--- src/rtl/sram_arbiter.sv ---
// Three-port SRAM arbiter (display > loader/core round-robin) driving an async SRAM.
// Latency: gnt one cycle after req is sampled, read data one cycle later; 2 cycles per access.
// Backpressure: requesters hold req/payload until gnt; display may starve loader/core while it keeps requesting.
module sram_arbiter #(
    parameter int ADDR_W = 20,
    parameter int DATA_W = 16
) (
    input  logic              avm_clk,
    input  logic              avm_rst_n,
    input  logic              i_ld_req,
    input  logic [ADDR_W-1:0] i_ld_addr,
    input  logic [DATA_W-1:0] i_ld_wdata,
    output logic              o_ld_gnt,
    input  logic              i_cr_req,
    input  logic              i_cr_we,
    input  logic [ADDR_W-1:0] i_cr_addr,
    input  logic [DATA_W-1:0] i_cr_wdata,
    output logic              o_cr_gnt,
    output logic              o_cr_rvalid,
    output logic [DATA_W-1:0] o_cr_rdata,
    input  logic              i_dp_req,
    input  logic [ADDR_W-1:0] i_dp_addr,
    output logic              o_dp_gnt,
    output logic              o_dp_rvalid,
    output logic [DATA_W-1:0] o_dp_rdata,
    output logic [ADDR_W-1:0] o_sram_addr,
    output logic [DATA_W-1:0] o_sram_dq,
    output logic              o_sram_dq_oe,
    input  logic [DATA_W-1:0] i_sram_dq,
    output logic              o_sram_ce_n,
    output logic              o_sram_oe_n,
    output logic              o_sram_we_n,
    output logic              o_sram_lb_n,
    output logic              o_sram_ub_n
);

    typedef enum logic [1:0] {S_IDLE, S_ACCESS, S_DONE} state_t;
    typedef enum logic [1:0] {OWN_LD, OWN_CR, OWN_DP} owner_t;

    state_t            state_q, state_d;
    owner_t            owner_q, owner_d;
    logic              ptr_q, ptr_d;      // 0: loader preferred, 1: core preferred
    logic              we_q, we_d;
    logic [ADDR_W-1:0] addr_q, addr_d;
    logic [DATA_W-1:0] wdata_q, wdata_d;
    logic              ld_gnt_q, ld_gnt_d;
    logic              cr_gnt_q, cr_gnt_d;
    logic              dp_gnt_q, dp_gnt_d;
    logic              cr_rvalid_q, cr_rvalid_d;
    logic              dp_rvalid_q, dp_rvalid_d;
    logic [DATA_W-1:0] cr_rdata_q, cr_rdata_d;
    logic [DATA_W-1:0] dp_rdata_q, dp_rdata_d;
    logic              ce_n_q, ce_n_d;
    logic              oe_n_q, oe_n_d;
    logic              we_n_q, we_n_d;
    logic              dq_oe_q, dq_oe_d;

    logic pick_ld, pick_cr;

    always_comb begin
        pick_ld = !i_dp_req && i_ld_req && (!i_cr_req || !ptr_q);
        pick_cr = !i_dp_req && i_cr_req && (!i_ld_req || ptr_q);

        state_d     = state_q;
        owner_d     = owner_q;
        ptr_d       = ptr_q;
        we_d        = we_q;
        addr_d      = addr_q;
        wdata_d     = wdata_q;
        ld_gnt_d    = 1'b0;
        cr_gnt_d    = 1'b0;
        dp_gnt_d    = 1'b0;
        cr_rvalid_d = 1'b0;
        dp_rvalid_d = 1'b0;
        cr_rdata_d  = cr_rdata_q;
        dp_rdata_d  = dp_rdata_q;

        case (state_q)
            S_ACCESS: begin
                state_d = S_DONE;
                // Read data is captured at the end of the first access cycle.
                if (!we_q && owner_q == OWN_CR) begin
                    cr_rdata_d  = i_sram_dq;
                    cr_rvalid_d = 1'b1;
                end
                if (!we_q && owner_q == OWN_DP) begin
                    dp_rdata_d  = i_sram_dq;
                    dp_rvalid_d = 1'b1;
                end
            end
            default: begin
                if (i_dp_req) begin
                    state_d  = S_ACCESS;
                    owner_d  = OWN_DP;
                    we_d     = 1'b0;
                    addr_d   = i_dp_addr;
                    dp_gnt_d = 1'b1;
                end else if (pick_ld) begin
                    state_d  = S_ACCESS;
                    owner_d  = OWN_LD;
                    we_d     = 1'b1;
                    addr_d   = i_ld_addr;
                    wdata_d  = i_ld_wdata;
                    ld_gnt_d = 1'b1;
                    ptr_d    = ~ptr_q;
                end else if (pick_cr) begin
                    state_d  = S_ACCESS;
                    owner_d  = OWN_CR;
                    we_d     = i_cr_we;
                    addr_d   = i_cr_addr;
                    wdata_d  = i_cr_wdata;
                    cr_gnt_d = 1'b1;
                    ptr_d    = ~ptr_q;
                end else begin
                    state_d = S_IDLE;
                end
            end
        endcase

        // Strobes are registered from the next state so they line up with the access cycles.
        ce_n_d  = (state_d == S_IDLE);
        we_n_d  = !(state_d == S_ACCESS && we_d);
        oe_n_d  = (state_d == S_IDLE) || we_d;
        dq_oe_d = (state_d != S_IDLE) && we_d;
    end

    always_ff @(posedge avm_clk or negedge avm_rst_n) begin
        if (!avm_rst_n) begin
            state_q     <= S_IDLE;
            owner_q     <= OWN_LD;
            ptr_q       <= 1'b0;
            we_q        <= 1'b0;
            addr_q      <= '0;
            wdata_q     <= '0;
            ld_gnt_q    <= 1'b0;
            cr_gnt_q    <= 1'b0;
            dp_gnt_q    <= 1'b0;
            cr_rvalid_q <= 1'b0;
            dp_rvalid_q <= 1'b0;
            cr_rdata_q  <= '0;
            dp_rdata_q  <= '0;
            ce_n_q      <= 1'b1;
            oe_n_q      <= 1'b1;
            we_n_q      <= 1'b1;
            dq_oe_q     <= 1'b0;
        end else begin
            state_q     <= state_d;
            owner_q     <= owner_d;
            ptr_q       <= ptr_d;
            we_q        <= we_d;
            addr_q      <= addr_d;
            wdata_q     <= wdata_d;
            ld_gnt_q    <= ld_gnt_d;
            cr_gnt_q    <= cr_gnt_d;
            dp_gnt_q    <= dp_gnt_d;
            cr_rvalid_q <= cr_rvalid_d;
            dp_rvalid_q <= dp_rvalid_d;
            cr_rdata_q  <= cr_rdata_d;
            dp_rdata_q  <= dp_rdata_d;
            ce_n_q      <= ce_n_d;
            oe_n_q      <= oe_n_d;
            we_n_q      <= we_n_d;
            dq_oe_q     <= dq_oe_d;
        end
    end

    assign o_ld_gnt     = ld_gnt_q;
    assign o_cr_gnt     = cr_gnt_q;
    assign o_dp_gnt     = dp_gnt_q;
    assign o_cr_rvalid  = cr_rvalid_q;
    assign o_dp_rvalid  = dp_rvalid_q;
    assign o_cr_rdata   = cr_rdata_q;
    assign o_dp_rdata   = dp_rdata_q;
    assign o_sram_addr  = addr_q;
    assign o_sram_dq    = wdata_q;
    assign o_sram_dq_oe = dq_oe_q;
    assign o_sram_ce_n  = ce_n_q;
    assign o_sram_oe_n  = oe_n_q;
    assign o_sram_we_n  = we_n_q;
    assign o_sram_lb_n  = ce_n_q;
    assign o_sram_ub_n  = ce_n_q;

endmodule
--- config.mk ---
export PLATFORM = sky130hd
export DESIGN_NAME = sram_arbiter
export DESIGN_NICKNAME = d
export VERILOG_FILES = /design/src/rtl/sram_arbiter.sv
export SDC_FILE = /design/constraint.sdc
export NUM_CORES = 1
export LEC_CHECK = 0
export CORE_MARGIN = 4
export CORE_UTILIZATION = 39
export CTS_CLUSTER_SIZE = 25
export DETAILED_ROUTE_END_ITERATION = 16
export PLACE_DENSITY = 0.8
export SYNTH_ARGS = -nofsm -noshare
export SYNTH_HDL_FRONTEND = slang
export SYNTH_SLANG_ARGS = --single-unit
--- constraint.sdc ---
create_clock -name avm_clk -period 1.6 [get_ports avm_clk]
set_input_delay 0.32 -clock avm_clk [delete_from_list [all_inputs] [get_ports avm_clk]]
set_output_delay 0.32 -clock avm_clk [all_outputs]
set_load 0.005 [all_outputs]
* Word-level counts from Yosys, hierarchy flattened *
Index checks and enable logic that the tools add are counted.

storage, ports and cells
  register bits = 83
  input port bits = 114
  output and inout port bits = 79
  word-level logic and storage cells = 80

cells by class
  equal/unequal tests = 4
  muxes and demuxes = 31
  bitwise logic cells = 3
  reductions and logical operators = 25

operators with widths
  cell                                                  number
  two-way mux 20 bit                                    3
  two-way mux 16 bit                                    2
  two-way mux 1 bit                                     22
  logical AND 1 bit                                     8
  two-way mux 2 bit                                     4
  equality test 2 x 1 -> 1 bit (second input constant)  3
  zero test 1 bit                                       6
  AND reduction 2 bit                                   3
  nonzero test 2 bit                                    2
  logical OR 1 bit                                      3
  NOT 1 bit                                             3
  AND reduction 3 bit                                   1
  nonzero test 3 bit                                    1
  equality test 2 bit (second input constant)           1
  zero test 2 bit                                       1

* Longest topological paths before layout *
Gate-level depths: netlist of run 1.

  word-level depth = 10
  gate-level depth with buffers = 6
  mapped depth without buffers = 5

* Worst setup path before layout of run 1 *
No wires, ideal clock.

  path type = register to register
  from = register state_q[1]
  to = register dp_rdata_q[10] (netlist: o_dp_rdata[10])
  setup time = 0.125 ns
  arrival = 1.324 ns
  path slack = 0.151 ns
  stages on the path, launching flop included = 6
  path buffers = 1
  clock period less this slack = 1.449 ns
  cells stage by stage = dfrtp_1 -> nand2b_4 -> nor2_1 -> nand3b_2 -> buf_2 -> mux2_2

on the way
  cells in the longest elaborated chain, start to end = 2

ends and longest elaborated chain
  item                           RTL line  RTL
  from (decl)                    40        state_t state_q, state_d;
  from (signal assigned)         147       state_q <= state_d;
  equality test 2 x 1 -> 1 bit   78        case (state_q)
  AND reduction 2 bit (no line)  -
  to (signal assigned)           159       dp_rdata_q <= dp_rdata_d;
  to (decl)                      52        logic [DATA_W-1:0] dp_rdata_q, dp_rdata_d;

No other way between the ends.
A chain may end at the register's enable or synchronous reset.

* Worst setup path in the final report of run 1 *
  from = register addr_q[12] (netlist: o_sram_addr[12])
  to = output port o_sram_addr[12]

RTL lines
  item                    RTL line  RTL
  from (decl)             44        logic [ADDR_W-1:0] addr_q, addr_d;
  from (signal assigned)  151       addr_q <= addr_d;
  to (decl)               26        output logic [ADDR_W-1:0] o_sram_addr,

No word-level cell between the ends.

==> run summary, run 1 <==
status: complete, no violations
CP Capture Type: output pin
R2R cell count: 6
clk sinks: 83
Post-Route M1 WL: 4050 microns
Setup Skew: 6.12 ps
H-tree Lvls: 3
post-synthesis compound-gate area fraction: 17.1%
Crit path max-delay family: buffers and inverters
Final Wtd Congestion: 0.754
# port buffers: 192
Switching Share: 27.1%
sequential share of power: 41.3%
largest net degree at the start of global routing: 42
drt first pass iters: 4
Post-Synth Adder-Cell Area: 0%
Setup WS post-layout: 56.4 ps
Seq/Total Area, Yosys: 57.3%
Starting Density: 40.8%
DR WL met3: 630 microns
cell area after layout: 0.00617 sq mm
final std cells w/o fill: 643
setup tns final: 0 ps
Top Layer Used: met4
maximum resistive drop on vdd: 0.712 mV
CTS tree: done
post-DR vias/cell: 4.99
Max-Slew Margin vs Limit: 76.2%
average routed wire per standard cell: 16.6 microns
Crit Path Class: flip-flop to output pin
FMAX: 648 MHz
Reg2Reg Setup Slack: 170 ps
CP Max Fanout: 2
Leakage Power: 2.89 nW
CP bufs+invs: 1
Final HPWL DP: 8160 microns
Worst path slowest cell: clkdlybuf4s50_1
Placement Rows: 34
post-route ant nets: 0
worst slew pin tran: 357 ps
Warnings, synthesis: 0
Max Root-Sink Buffers: 2
die area: 0.0109 sq mm
Clock Power Share: 23.9%
drt drc: 0
layout cells sized above 1: 16.1%
GRT overflow: 0
Int Pwr: 0.00514 W
Period Utilization, post-route: 96.5%
Core Area: 0.00889 sq mm
Gate power share: 34.8%
Vias: 3,211
most common cell after layout, fill and taps aside: clkdlybuf4s50_1
Data arrival, critical path: 1220 ps
pre-CTS setup slack: -305 ps
number of synthesized register bits: 83
Ant. Diodes: 0
xor/xnor share of the synthesized area: 0.241%
net switching power: 0.00191 W
post-synthesis mux area share: 14.3%
Die Height: 104 microns
overall routing resource usage: 20.0%
Reg clk slew, reported paths: 80 ps
final setup fails: 0
I/O pins: 193
final hold vios: 0
reg2reg start: state_q[0]
Hold Path Class: input pin to asynchronous set/reset pin
Max-Cap Viols: 0
Area after DPL: 0.00584 sq mm
Post-Synthesis Cell Area: 0.00363 sq mm
placed insts: 622
area grow syn2layout: 70.1%
DRT iter0 DRCs: 108
PD cells: 1140 mW/mm^2
min cycle time layout: 1540 ps
total CTS buffers: 9
root buf cell: clkbuf_8
first-pass GRT wire length: 17,500 microns
count of unique library cells instantiated by Yosys: 30
Skew-Pair Late Insertion Delay: 340 ps
Avg Cell Area, Syn: 11.3 sq um
total power draw: 0.00705 W
initial antenna violation count: 0
Slew Limit Fails: 0
RR Endpoint: o_sram_addr[13]
vias in the first global route: 3,600
crit-path cells: clkdlybuf4s50_1
Worst Path Required: 1280 ps
routed length on met2: 5720 microns
largest family of logic cells by synthesized area: compound AO/OA/AOI/OAI gates
final WL: 10,700 microns
crit-path max cell delay: 530 ps
Post-Synthesis Net Count: 435
die width: 104 microns
Post-Synth Simple-Gate Area: 6.97%
startpoint types: flip-flop
commonest non-fill, non-tap cells in the layout: clkdlybuf4s50_1, dfrtp_1, a21oi_1
nets@finish: 644
Mapped Cells: 321
==> through the flow <==
stage                     hold slack [ps]  util (%)
after floorplan                      24.4         -
after global routing                  447      69.4
after CTS                             424      68.3
after detailed placement              254      65.7
final                                 433      69.4
after global placement                250      65.7
==> timing repair <==
item,CTS,global route
endpoints found under the setup margin,5,31
gates resized for setup,5,28
endpoints found under the hold margin,23,0
hold buffers,1,0
buffers inserted,0,4
==> cell type report <==
type                            count  area [sq um]
Tap cell                          108           135
Sequential cell                    83          2080
Clock inverter                      7           104
Inverter                            6          22.5
Fill cell                         684          2720
Clock buffer                        9           124
Timing Repair Buffer              220          2280
Multi-Input combinational cell    210          1420
==> registers in the layout, indices dropped and copies added, names as in the netlist <==
| name | cells |
|---|---|
| o_sram_addr | 20 |
| o_cr_rdata | 16 |
| o_dp_rdata | 16 |
| o_sram_dq | 16 |
| owner_q | 2 |
| state_q | 2 |
| o_cr_gnt | 1 |
| o_cr_rvalid | 1 |
| o_dp_gnt | 1 |
| o_dp_rvalid | 1 |
| o_ld_gnt | 1 |
| o_sram_ce_n | 1 |
| o_sram_dq_oe | 1 |
| o_sram_oe_n | 1 |
| o_sram_we_n | 1 |
| ptr_q | 1 |
| we_q | 1 |
==> logic make-up after synthesis <==
family | after synthesis
AOI/OAI and AO/OA | 109
muxes | 48
buffers and inverters | 28
DFF | 83
xor gates and xnor gates | 1
and+or+nand+nor | 52
==> cell usage after synthesis, drive strengths merged <==
cell type | count | area, sq um
a211oi | 1 | 7.51
a21bo | 1 | 10.0
a21boi | 1 | 7.51
a21o | 21 | 158
a21oi | 57 | 285
and2 | 1 | 6.26
buf | 18 | 108
clkbuf | 4 | 15.0
dfrtp | 80 | 2000
dfstp | 3 | 78.8
inv | 6 | 22.5
mux2 | 32 | 360
mux2i | 16 | 160
nand2 | 23 | 86.3
nand2b | 2 | 20.0
nand3b | 2 | 22.5
nor2 | 20 | 91.3
nor3 | 3 | 20.0
nor4 | 1 | 6.26
o21a | 1 | 7.51
o21ai | 24 | 120
o31ai | 2 | 15.0
o32a | 1 | 10.0
xnor2 | 1 | 8.76
==> how the worst max path moves through the flow <==
stage                          startpoint               to  depth (start not counted)
after CTS                    o_sram_dq[0]     o_sram_dq[0]                          1
final                     o_sram_addr[12]  o_sram_addr[12]                          1
after global placement           i_cr_req  o_sram_addr[12]                          7
after global routing      o_sram_addr[18]  o_sram_addr[18]                          1
after detailed placement         i_ld_req  o_sram_addr[13]                          7
after floorplan                state_q[1]   o_dp_rdata[10]                          5
==> power by group through the flow <==
| stage | sequential [W] | combinational [W] | clock (W) |
|---|---|---|---|
| after floorplan | 0.00297 | 0.000804 | 0 |
| final | 0.00291 | 0.00245 | 0.00169 |
| after CTS | 0.00292 | 0.00252 | 0.00175 |
| after global placement | 0.00293 | 0.00245 | 0 |
| after detailed placement | 0.00296 | 0.00251 | 0 |
| after global routing | 0.00298 | 0.00265 | 0.00185 |
==> metal layers <==
| metal | track usage [%] | vias to the layer above |
|---|---|---|
| met5 | 0 | - |
| met4 | 6.74 | 0 |
| met3 | 5.71 | 18 |
| met2 | 35.9 | 122 |
| met1 | 22.6 | 1533 |
| li1 | - | 1538 |
No activity file was read; power rests on OpenSTA's default activity.
==> run 2, diff against run 1 <==
--- a/config.mk
+++ b/config.mk
@@ -6,10 +6,10 @@
 export NUM_CORES = 1
 export LEC_CHECK = 0
 export CORE_MARGIN = 4
-export CORE_UTILIZATION = 39
+export CORE_UTILIZATION = 42
 export CTS_CLUSTER_SIZE = 25
 export DETAILED_ROUTE_END_ITERATION = 16
-export PLACE_DENSITY = 0.8
+export PLACE_DENSITY = 0.85
 export SYNTH_ARGS = -nofsm -noshare
 export SYNTH_HDL_FRONTEND = slang
 export SYNTH_SLANG_ARGS = --single-unit
==> constraint.sdc (replaced) <==
create_clock -name avm_clk -period 1.9 [get_ports avm_clk]
set_input_delay 0.38 -clock avm_clk [delete_from_list [all_inputs] [get_ports avm_clk]]
set_output_delay 0.38 -clock avm_clk [all_outputs]
set_load 0.005 [all_outputs]
==> run 2 against run 1 <==
Against the previous run:
- final area down 3.1%
- final cell count down 2.5%
- global-route usage is 0.49 points higher
- critical path depth unchanged
- hold slack lost 410 ps
- register-to-register slack about the same
- clock power down 16%
- wire length is 0.78% lower
- sequential power down 15%
- critical endpoint is now o_sram_lb_n
==> run summary, run 2 (synthesized netlist as in run 1, its figures left out) <==
total CTS buffers: 9
H-tree Lvls: 3
maximum resistive drop on vdd: 0.618 mV
nets@finish: 631
layout cells sized above 1: 14.0%
Reg2Reg Setup Slack: 170 ps
crit-path cells: clkdlybuf4s50_1
post-DR vias/cell: 5.14
final WL: 10,600 microns
final setup fails: 0
CTS tree: done
drt drc: 0
Post CTS Setup Buffer Count: 0
commonest non-fill, non-tap cells in the layout: clkdlybuf4s50_1, dfrtp_1, a21oi_1
max reg flops: 20
post-route ant nets: 0
CP bufs+invs: 1
initial antenna violation count: 0
Crit path max-delay family: flip-flops
Period Utilization, post-route: 94.2%
Leakage Power: 2.56 nW
clk sinks: 83
PD cells: 993 mW/mm^2
overall routing resource usage: 20.5%
startpoint types: flip-flop
final std cells w/o fill: 627
Max-Slew Margin vs Limit: 63.2%
min cycle time layout: 1790 ps
Crit Path Class: flip-flop to output pin
worst slew pin tran: 551 ps
CP Capture Type: output pin
Vias: 3,222
Placement Rows: 33
FMAX: 559 MHz
Register Area: 0.00208 sq mm
Slew Limit Fails: 0
Hold Path Class: input pin to asynchronous set/reset pin
Reg clk slew, reported paths: 90 ps
Final HPWL DP: 8140 microns
area grow syn2layout: 64.9%
die area: 0.0102 sq mm
Max Root-Sink Buffers: 2
pre-CTS setup slack: -19.6 ps
placed insts: 611
average routed wire per standard cell: 16.9 microns
GRT overflow: 0
largest net degree at the start of global routing: 45
Fillers: 598
CP Max Fanout: 3
area of the multi-input gates: 0.00141 sq mm
status: complete, no violations
Setup Skew: 8.76 ps
first-pass GRT wire length: 16,400 microns
Core Area: 0.00830 sq mm
Skew-Pair Late Insertion Delay: 340 ps
root buf cell: clkbuf_8
cts repair resizes: 0
Area after DPL: 0.00576 sq mm
# port buffers: 192
most common cell after layout, fill and taps aside: clkdlybuf4s50_1
drt first pass iters: 4
Starting Density: 43.7%
DRT iter0 DRCs: 147
crit-path max cell delay: 560 ps
Worst Path Required: 1520 ps
hold buffer count at CTS: 0
vias in the first global route: 3,521
Worst path slowest cell: dfstp_2
Setup WS post-layout: 110 ps
Final Wtd Congestion: 0.797
I/O pins: 193
RSZ-0062 raised after global routing: no
Die Height: 101 microns
Ant. Diodes: 0
Max-Cap Viols: 0
Data arrival, critical path: 1410 ps
die width: 101 microns
final hold vios: 0
cell area after layout: 0.00598 sq mm
[run 2: layout make-up]
type                       instances  area share [%]
multi-input combinational        210            23.6
tap                              105            2.20
timing repair buffer             207            35.2
clock buffer                      11            2.36
clock inverter                     5            1.44
sequential                        83            34.8
inverter                           6           0.376
[run 2: per-layer routing]
metal  GRT usage, %  routed length (microns)
met1           22.6                     3930
met3           5.33                      702
met5              0                        0
met4           6.03                      167
met2           38.3                     5800
[run 2: power by group]
part           internal (W)  switching (W)
Sequential          0.00222       0.000244
Clock              0.000786       0.000631
Combinational       0.00136       0.000702
Total               0.00436        0.00158
[run 2: final timing paths]
| check | endpoint | start | depth (start not counted) |
|---|---|---|---|
| max in group asynchronous | o_sram_dq[0] | avm_rst_n | 2 |
| setup / recovery | o_sram_lb_n | o_sram_ce_n | 1 |
| min in group avm_clk | o_sram_addr[12] | o_sram_addr[12] | 2 |
| hold / removal | o_cr_rdata[12] | avm_rst_n | 1 |
| hold reg to reg | o_sram_addr[12] | o_sram_addr[12] | 2 |
| setup reg to reg | o_dp_rdata[12] | state_q[1] | 4 |
[run 2: per-stage QoR]
step | utilization, % | hold WS [ps] | total power, W | setup TNS, ps
3_3_place_gp | 69.4 | 407 | 0.00449 | 0
5_1_grt | 72.1 | 42.2 | 0.00626 | 0
3_5_place_dp | 69.4 | 413 | 0.00458 | -82.9
4_1_cts | 72.1 | 22.7 | 0.00600 | 0
2_1_floorplan | - | 84.4 | 0.00318 | 0
6_report | 72.1 | 18.1 | 0.00594 | 0
